===== src/rtl/square_motion_ctrl.sv =====
// square_motion_ctrl: per-frame bouncing-square origin scheduler with valid/ready handoff
// Define SQUARE_PAUSE_EN to add a pause input that freezes motion while keeping the offer cadence.
module square_motion_ctrl #(
    parameter int   SCREEN_X = 1920,
    parameter int   SCREEN_Y = 1080,
    parameter int   SQUARE_X = 500,
    parameter int   SQUARE_Y = 500,
    parameter int   STEP_X   = 4,
    parameter int   STEP_Y   = 4,
    parameter logic VS_POL   = 1'b1
) (
    input  logic        vpg_pclk,
    input  logic        rst_n,
    input  logic        vpg_vs,
    input  logic        frame_en,
    input  logic        pos_ready,
`ifdef SQUARE_PAUSE_EN
    input  logic        pause,
`endif
    output logic        pos_valid,
    output logic [11:0] pos_x,
    output logic [11:0] pos_y,
    output logic        dir_x,
    output logic        dir_y,
    output logic        bounce,
    output logic        overrun,
    output logic [15:0] frame_cnt
);
    localparam logic [11:0] MAX_X  = 12'(SCREEN_X - SQUARE_X);
    localparam logic [11:0] MAX_Y  = 12'(SCREEN_Y - SQUARE_Y);
    localparam logic [12:0] STEP_X13 = 13'(STEP_X);
    localparam logic [12:0] STEP_Y13 = 13'(STEP_Y);
    typedef enum logic [1:0] {IDLE, WAIT_VS, CALC, OFFER} state_t;
    state_t state, state_nxt;
    logic vs_d, vs_edge, hold, flip_x, flip_y;
    logic [11:0] nxt_x, nxt_y;
`ifdef SQUARE_PAUSE_EN
    assign hold = pause;
`else
    assign hold = 1'b0;
`endif
    // returns {flip, new_pos}; 13-bit sum so pos+step never wraps before the clamp
    function automatic logic [12:0] step_axis(input logic [11:0] pos, input logic dir,
                                              input logic [12:0] step, input logic [11:0] max);
        logic [12:0] up;
        logic [11:0] dn;
        up = {1'b0, pos} + step;
        dn = pos - step[11:0];
        if (!dir)
            return (up >= {1'b0, max}) ? {1'b1, max} : {1'b0, up[11:0]};
        return ({1'b0, pos} <= step) ? {1'b1, 12'd0} : {1'b0, dn};
    endfunction
    assign vs_edge = (vpg_vs == VS_POL) && (vs_d != VS_POL);
    assign {flip_x, nxt_x} = step_axis(pos_x, dir_x, STEP_X13, MAX_X);
    assign {flip_y, nxt_y} = step_axis(pos_y, dir_y, STEP_Y13, MAX_Y);
    always_ff @(posedge vpg_pclk or negedge rst_n) begin
        if (!rst_n)
            state <= IDLE;
        else
            state <= state_nxt;
    end
    always_comb begin
        state_nxt = state;
        case (state)
            IDLE:    state_nxt = frame_en ? WAIT_VS : IDLE;
            WAIT_VS: state_nxt = !frame_en ? IDLE : (vs_edge ? CALC : WAIT_VS);
            CALC:    state_nxt = OFFER;
            OFFER:   state_nxt = !pos_ready ? OFFER : (frame_en ? WAIT_VS : IDLE);
            default: state_nxt = IDLE;
        endcase
    end
    always_comb begin
        pos_valid = (state == OFFER);
        bounce    = (state == CALC) && !hold && (flip_x || flip_y);
        overrun   = vs_edge && ((state == CALC) || (state == OFFER));
    end
    always_ff @(posedge vpg_pclk or negedge rst_n) begin
        if (!rst_n) begin
            vs_d      <= ~VS_POL;
            pos_x     <= '0;
            pos_y     <= '0;
            dir_x     <= 1'b0;
            dir_y     <= 1'b0;
            frame_cnt <= '0;
        end else begin
            vs_d <= vpg_vs;
            if (state == WAIT_VS && frame_en && vs_edge)
                frame_cnt <= frame_cnt + 16'd1;
            if (state == CALC && !hold) begin
                pos_x <= nxt_x;
                pos_y <= nxt_y;
                dir_x <= dir_x ^ flip_x;
                dir_y <= dir_y ^ flip_y;
            end
        end
    end
endmodule


===== config.mk =====
export PLATFORM = sky130hd
export DESIGN_NAME = square_motion_ctrl
export DESIGN_NICKNAME = d
export VERILOG_FILES = /design/src/rtl/square_motion_ctrl.sv
export SDC_FILE = /design/constraint.sdc
export NUM_CORES = 1
export LEC_CHECK = 0
export CAP_MARGIN = 20
export CORE_MARGIN = 10
export CORE_UTILIZATION = 42
export CTS_CLUSTER_DIAMETER = 120
export DETAILED_ROUTE_END_ITERATION = 10
export PLACE_DENSITY = 0.74
export SKIP_LAST_GASP = 1
export SLEW_MARGIN = 20
export SYNTH_ARGS = -nofsm -noshare
export SYNTH_HDL_FRONTEND = slang
export SYNTH_SLANG_ARGS = --single-unit

===== constraint.sdc =====
create_clock -name vpg_pclk -period 3.76 [get_ports vpg_pclk]
set_input_delay 0.376 -clock vpg_pclk [delete_from_list [all_inputs] [get_ports vpg_pclk]]
set_output_delay 0.376 -clock vpg_pclk [all_outputs]
set_load 0.05 [all_outputs]

==> flow_metrics.tcl <==
set metrics [dict create \
    ant_nets 0 \
    path_class "reg2out" \
    drv_cap 0 \
    skew_ns 0.00959 \
    fin_util_pct 52.7 \
    ys_types 66 \
    tightest_slew_ns 0.905 \
    gr-total-overflow 0 \
    die_x_um 104 \
    cp_max_fo 10 \
    pwr_density_cell_nw_per_um2 639 \
    drt_iter0_drc 236 \
    rows 30 \
    dr.pass1.iters 5 \
    yosys_warnings 0 \
    synth_area_um2 2950 \
    yosysTopAreaCellShare_pct 34.8 \
    drc 0 \
    grt_max_degree 42 \
    p_total_w 0.00229 \
    cts_tree "done" \
    cp-end-kind "output port" \
    start_util_pct 43.4 \
    hold_violations 0 \
    fin_crit_ns 3.26 \
    nets 393 \
    die_area_um2 10800 \
    clock.fmax_mhz 307 \
    core_um2 6790 \
    cp.required_ns 3.38 \
    clk_path_buf_depth 2 \
    status "finished, final reports clean" \
    cts.sinks 41 \
    layout_common_cells "43 x clkdlybuf4s50_1, 41 x dfrtp_1, 31 x nand2_1" \
    worst_slack_ns 0.502 \
    synth_edf_count 0 \
    num_antenna_cells 0 \
    clock_latency_ns 0.30 \
    synth.area.top_cells "dfrtp_1 35%, xnor2_1 4.2%, nand2_1 3.9%" \
    htreeDepth 2 \
    final_common_cell "clkdlybuf4s50_1" \
    area_growth_pct 21.5 \
    synthArstFlopShare_pct 100 \
    postCtsHoldBufs 0 \
    startpoint_type "register" \
    syn_inst 339 \
    ys_seq_elements 41 \
    root_buffer "clkbuf_8" \
    fillers 612 \
    place_inst 468 \
    avgSynthCellArea_um2 8.70 \
    setup_viol 0 \
    rsz0062_at_grt "false" \
    drive_above_1_share_pct 9.74 \
    vias 2748 \
    synth_seq_area_share_pct 34.8 \
    holdCritPathClass "in2async" \
    routed_wl_um 7600 \
    gp_congestion 1.01 \
    path_clk_slew_ns 0.09 \
    worstPathArrival_ns 2.88 \
    via_per_inst 5.77 \
    fin_cells 476 \
    grt_first_pass_wirelength_um 12800 \
    max_slew_margin_pct 39.7 \
    cts-buffers-inserted 5 \
    wl_per_cell_um 16.0 \
    pre_cts_ws_ns 0.475 \
    die_y_um 104 \
    synth_top_flop_cell "dfrtp_1" \
    io_pins 50 \
    vdd_drop_max_uv 510 \
    fin_crit_sh_pct 86.6 \
    grt_pass1_vias 2587 \
    drv_slew 0 \
    antenna_found_initial 0 \
    postCtsSetupBuffers 0 \
    grtUsageTotal_pct 13.8 \
    p_leak_nw 1.46 \
    synth_area_leader_cell "dfrtp_1" \
    tns_ns 0 \
    dp_hpwl_um 5450 \
    numPortBuffers 45 \
]
synthesized netlist by cell type, drive strengths merged, types with 3 or more instances:
cell type / n
dfrtp: 41
nand2: 31
nor2: 30
o21ai: 23
a21oi: 15
xnor2: 14
clkbuf: 13
buf: 12
nand3: 12
nor3: 12
and3: 9
ha: 9
inv: 8
xor2: 8
a31oi: 7
nand2b: 7
nand4: 7
nor4: 6
and4: 5
o22ai: 5
nand3b: 4
nor2b: 4
or2: 4
a41oi: 3
and2: 3
nor3b: 3
o2111ai: 3
o211a: 3
o31ai: 3
worst max-delay path, cell delays in order (launching register included):
cell and delay, ns:
dfrtp_1 0.53, ha_1 0.35, and4_1 0.26, nand2_1 0.08, xor2_1 0.18, a31o_2 0.29
a21boi_0 0.30, o31a_1 0.18, dlymetal6s2s_1 0.42
layer usage:
layer	global-route usage [%]	part of all wire, %
met1	18.1	45
met2	21.1	45
met3	4.40	8.6
met4	3.88	1.5
met5	0	0
cells by family (layout without fill, tap and decap cells):
group                      Yosys count  count (layout)  synth area share [%]
muxes                                2               2                 0.891
xor gates and xnor gates            22              22                  6.53
other                                1               4                 0.127
buffers and inverters               33              71                  5.56
and+or+nand+nor                    143             143                  26.6
adders and majority gates            9               9                  3.82
AOI/OAI and AO/OA                   88              88                  21.7
DFF                                 41              41                  34.8
area by class of cell:
type,instances,area [um^2],share of cell area (%)
timing repair buffer,55,523,14.6
tap,96,120,3.35
multi-input combinational,268,1770,49.4
clock inverter,3,43.8,1.22
clock buffer,5,68.8,1.92
sequential,41,1030,28.6
inverter,8,30.0,0.838
repair_timing:
item,in CTS,in global routing
gates resized for setup,0,1
hold endpoints to repair,0,0
endpoints found under the setup margin,0,1
metrics by stage:
step,hold WS (ns),area [um^2]
final,0.198,3580
after global routing,0.289,3580
after CTS,0.253,3580
after detailed placement,0.468,3470
after global placement,0.461,3470
after floorplan,0.0804,2960
final timing paths:
path                            slack [ns]  cells past startpoint     startpoint             to
worst max-delay path                  0.50                      8       pos_y[3]         bounce
worst min-delay path                  0.20                      1          rst_n       pos_x[3]
worst max register to register        1.21                      8       pos_x[2]       pos_x[3]
worst min register to register        0.48                      1  frame_cnt[15]  frame_cnt[15]
max in group asynchronous             2.98                      1          rst_n       pos_x[8]
min in group vpg_pclk                 0.48                      1  frame_cnt[15]  frame_cnt[15]
flip-flops by register name (all words and copies together) (netlist names):
register and count:
dir_y 1, pos_y 10, vs_d 1, frame_cnt 16, state 2, pos_x 10, dir_x 1
report_power, final:
part           internal (W)  leakage (nW)  switching, W  total [W]
registers          0.000521         0.515      0.000201   0.000722
clock network      0.000199        0.0585      0.000166   0.000365
logic              0.000442         0.884      0.000760    0.00120
No activity file was read; power rests on OpenSTA's default activity.
